<file path="src/rtl/lim_dec_countdown.sv">
// Four-digit MM:SS countdown timer with load/start/pause control.
// Digits are modulo-L decrementors chained by borrow; done pulses on expiry.
module lim_dec_countdown #(
  parameter int L0 = 10,
  parameter int L1 = 6,
  parameter int L2 = 10,
  parameter int L3 = 10
) (
  input  logic        clk,
  input  logic        reset_n,
  input  logic        tick,
  input  logic        load,
  input  logic [15:0] load_val,
  input  logic        start_stop,
  output logic [15:0] digits,
  output logic        running,
  output logic        expired,
  output logic        done
);

  typedef enum logic [1:0] {
    IDLE  = 2'd0,
    RUN   = 2'd1,
    PAUSE = 2'd2,
    DONE  = 2'd3
  } state_t;

  localparam logic [3:0] K0 = 4'(L0);
  localparam logic [3:0] K1 = 4'(L1);
  localparam logic [3:0] K2 = 4'(L2);
  localparam logic [3:0] K3 = 4'(L3);

  state_t      state_q, state_d;
  logic [15:0] digits_q, digits_d;
  logic        done_q, done_d;
  logic [15:0] dec_val;
  logic [15:0] clamp_val;
  logic [4:0]  r0, r1, r2, r3;

  function automatic logic [3:0] clamp(
    input logic [3:0] v,
    input logic [3:0] k
  );
    return (v >= k) ? k - 4'd1 : v;
  endfunction

  // Returns {borrow_out, new_digit}.
  function automatic logic [4:0] dec_digit(
    input logic [3:0] d,
    input logic       bi,
    input logic [3:0] k
  );
    if (bi && d == 4'd0) return {1'b1, k - 4'd1};
    return {1'b0, d - {3'd0, bi}};
  endfunction

  // Borrow ripple and load clamping for all four digits.
  always_comb begin
    r0 = dec_digit(digits_q[3:0],   1'b1,  K0);
    r1 = dec_digit(digits_q[7:4],   r0[4], K1);
    r2 = dec_digit(digits_q[11:8],  r1[4], K2);
    r3 = dec_digit(digits_q[15:12], r2[4], K3);
    dec_val = {r3[3:0], r2[3:0], r1[3:0], r0[3:0]};
    clamp_val = {clamp(load_val[15:12], K3),
                 clamp(load_val[11:8],  K2),
                 clamp(load_val[7:4],   K1),
                 clamp(load_val[3:0],   K0)};
  end

  // Next state: load beats start_stop beats tick.
  always_comb begin
    state_d  = state_q;
    digits_d = digits_q;
    done_d   = 1'b0;
    if (load) begin
      digits_d = clamp_val;
      state_d  = IDLE;
    end else if (start_stop) begin
      unique case (state_q)
        IDLE:    if (digits_q != 16'd0) state_d = RUN;
        RUN:     state_d = PAUSE;
        PAUSE:   state_d = RUN;
        DONE:    state_d = DONE;
        default: state_d = IDLE;
      endcase
    end else if (tick && state_q == RUN && digits_q != 16'd0) begin
      digits_d = dec_val;
      if (dec_val == 16'd0) begin
        done_d  = 1'b1;
        state_d = DONE;
      end
    end
  end

  // State, digit and done registers.
  always_ff @(posedge clk or negedge reset_n) begin
    if (!reset_n) begin
      state_q  <= IDLE;
      digits_q <= 16'd0;
      done_q   <= 1'b0;
    end else begin
      state_q  <= state_d;
      digits_q <= digits_d;
      done_q   <= done_d;
    end
  end

  assign digits  = digits_q;
  assign running = (state_q == RUN);
  assign expired = (state_q == DONE);
  assign done    = done_q;

endmodule
</file>
<file path="config.mk">
export PLATFORM = sky130hd
export DESIGN_NAME = lim_dec_countdown
export DESIGN_NICKNAME = d
export VERILOG_FILES = /design/src/rtl/lim_dec_countdown.sv
export SDC_FILE = /design/constraint.sdc
export NUM_CORES = 1
export LEC_CHECK = 0
export CAP_MARGIN = 25
export CORE_ASPECT_RATIO = 0.8
export CORE_MARGIN = 1.5
export CORE_UTILIZATION = 50
export DETAILED_ROUTE_END_ITERATION = 16
export PLACE_DENSITY = 0.95
export SLEW_MARGIN = 40
export SYNTH_ARGS = -nofsm -noshare
export SYNTH_HDL_FRONTEND = slang
export SYNTH_SLANG_ARGS = --single-unit
</file>
<file path="constraint.sdc">
create_clock -name clk -period 5.8 [get_ports clk]
set_input_delay 1.16 -clock clk [delete_from_list [all_inputs] [get_ports clk]]
set_output_delay 1.16 -clock clk [all_outputs]
set_load 0.02 [all_outputs]
</file>
==> impl_metrics.py <==
metrics = {
    "routing": {
        "drtAntennaViolNets": 0,
        "via_count": 1300,
        "drc_errors": 0,
        "routed_wl_um": 3370,
        "top_layer_used": "met4",
        "wl_met1_um": 1530,
        "drtIter0Drc": 66,
        "wire_per_inst_um": 15.5,
        "viasPerCell": 5.96,
        "dr.pass1.iters": 4,
        "dr_wl_met3_um": 192,
        "met2WireLength_um": 1610,
    },
    "worst_setup_path": {
        "crit_chain": "nor4_2 > and2_2 > ha_1 > ha_1 > xor2_1 > nor4_1 > nand4_1 > nor4_2 > and2_1",
        "critPathCaptureType": "flop",
        "crit_fanout": 5,
        "cp_slowest_stage_delay_ns": 0.50,
        "cp.arrival_ns": 2.95,
        "startpoint_type": "flop",
        "cp_data_required_time_ns": 6.05,
        "reg2regPathDepth": 9,
        "worstSetupPathType": "reg2reg",
        "slowest_stage": "nor4_2",
    },
    "timing": {
        "drv_slew": 0,
        "setup_viol": 0,
        "max_slew_margin": 0.669,
        "worst_clock_skew_ns": 0.00473,
        "max_freq_mhz": 370,
        "tightest_slew_ns": 0.493,
        "finalHoldViolCount": 0,
        "setup_tns_ns": 0,
        "rsz0062_at_grt": "false",
        "timing.final.crit_period_ns": 2.70,
        "finalCritPeriodShare": 0.466,
    },
    "place": {
        "place_hpwl_um": 2590,
        "place_congestion": 0.922,
        "io_buffers": 39,
    },
    "final_layout": {
        "diodes": 0,
        "drive_gt1_frac": 0.0824,
        "final_nets": 210,
        "area_growth_pct": 31.4,
        "multiInputGateArea_um2": 763,
        "post-route-util": 0.701,
        "fillers": 224,
        "ff_latch_area_um2": 475,
    },
    "clocking": {
        "hold_buffers": 0,
        "cts.repair_timing.setup_buffer_count": 0,
        "cts_buffers": 3,
        "clock_latency_ns": 0.30,
        "clkTransAtPathRegs_ns": 0.11,
        "ctsResizeCount": 0,
        "cts_tree": "built",
        "cts.sink_count": 19,
        "ctsHtreeMaxLevel": 1,
        "cts_buffer_depth": 2,
        "cts_root_buffer": "clkbuf_4",
    },
    "power_and_ir_drop": {
        "power_w": 0.000344,
        "peakVddDrop_mv": 0.153,
        "leakage_nw": 0.707,
        "p_per_area_nw_per_um2": 198,
    },
    "yosys": {
        "ys_ff_latch": 19,
        "synth_nets": 171,
        "syn_area_um2": 1320,
        "synth_top_area_share": 0.359,
        "syn_area_per_cell_um2": 9.19,
        "synth-seq-area-share": 0.359,
        "synth_cell_types": 50,
        "yosysTopAreaCell": "dfrtp_1",
        "synth-edff-count": 0,
        "synthCells": 144,
        "ys_dominant_reg_cell": "dfrtp_1",
        "synth.area.top_cells": "dfrtp_1 36%, ha_1 5.7%, inv_1 3.7%, nor2_1 3.4%, a21oi_1 3.0%",
        "async_reset_ff_frac": 1.00,
        "yosysWarnings": 0,
    },
    "floorplan": {
        "io_pins": 40,
        "fp.coreArea_um2": 2480,
        "rows": 16,
        "die_w_um": 60.5,
        "start_util": 0.533,
        "die_h_um": 49.0,
        "fp.dieArea_um2": 2970,
    },
    "global_routing": {
        "grt_overflow": 0,
        "grt_pass1_vias": 1242,
        "gr-usage-all-layers": 0.249,
        "grt_pass1_wl_um": 5620,
        "grt_max_degree": 24,
        "antenna_found_initial": 0,
    },
    "outcome": {
        "run_status": "completed",
    },
    "flow_run": {
        "maxCapViolations": 0,
    },
    "hold_path": {
        "worstHoldPathType": "reg2reg",
        "min_path_cells": 1,
    },
}
==> Yosys cell counts (2+ instances only) <==
library cell,number
nor2_1,12
nand3_1,3
nand4_1,2
a21oi_1,8
buf_6,2
nand2_1,6
xor2_1,4
o21a_1,2
o21ai_0,7
a31oi_1,2
a211oi_1,5
nor3b_1,4
dfrtp_1,19
inv_1,13
xnor2_1,4
and2_1,2
nor4_2,2
nor4_1,5
nor3_1,6
ha_1,6
==> metrics by stage <==
step                hold WS, ns  worst slack (ns)  cell area, um2  cells
floorplan                 0.566              3.36            1320    144
global placement          0.540              2.77            1720    214
detailed placement        0.565              2.67            1720    214
CTS                       0.595              2.99            1740    218
global route              0.609              2.89            1740    218
finish                    0.587              3.10            1740    218
==> report_power, final <==
group	switching (W)	total [W]	internal, W
combinational	0.0000578	0.000112	0.0000540
sequential	0.0000190	0.000163	0.000144
clock	0.0000415	0.0000684	0.0000268
==> path summary, 6_finish.rpt <==
check,to,slack (ns),start
hold reg to reg,digits[11],0.59,digits[11]
hold / removal,digits[11],0.59,digits[11]
max in group asynchronous,digits[6],4.73,reset_n
setup / recovery,done,3.10,digits[5]
min in group asynchronous,digits[12],0.78,reset_n
setup reg to reg,done,3.10,digits[5]
==> layer usage <==
metal,up-vias,track usage
met4,0,0.0616
met1,628,0.343
met5,-,0
met3,6,0.0610
li1,611,-
met2,55,0.391
==> state kept, by name, summed over array words and instances (netlist names) <==
register  flops
done          1
state_q       2
digits       16
==> worst max-delay path: cells and delay by family, from the launching register on <==
family / cells / cell delay, ns
simple gates: 6 / 1.73
flops: 1 / 0.43
fa+ha+maj: 2 / 0.39
xor+xnor: 1 / 0.10
==> cell families (layout without fill, tap and decap cells) <==
group,count (synthesis),in the layout,share of synthesized area
multiplexers,1,1,0.00756
AND/OR/NAND/NOR,54,54,0.253
XOR/XNOR,8,8,0.0529
flip-flops,19,19,0.359
AO/OA/AOI/OAI,38,38,0.206
buffers and inverters,18,56,0.0643
adder cells (fa/ha/maj),6,6,0.0567
==> cells in the final DEF (no fill, tap or decap), types with 3 or more instances in the layout <==
master	instances
nand3_1	3
xor2_1	4
a21oi_1	8
ha_1	6
inv_1	13
clkbuf_4	3
nor4_1	5
xnor2_1	4
nand2_1	6
nor3b_1	4
nor2_1	12
a211oi_1	5
dfrtp_1	19
clkdlybuf4s50_1	37
nor3_1	6
o21ai_0	7
==> cell type report <==
class	count	share of cell area
multi-input combinational	107	0.439
sequential	19	0.273
inverter	13	0.0281
timing repair buffer	39	0.219
clock buffer	4	0.0151
tap	36	0.0259
Power figures use the tool's default switching activity.
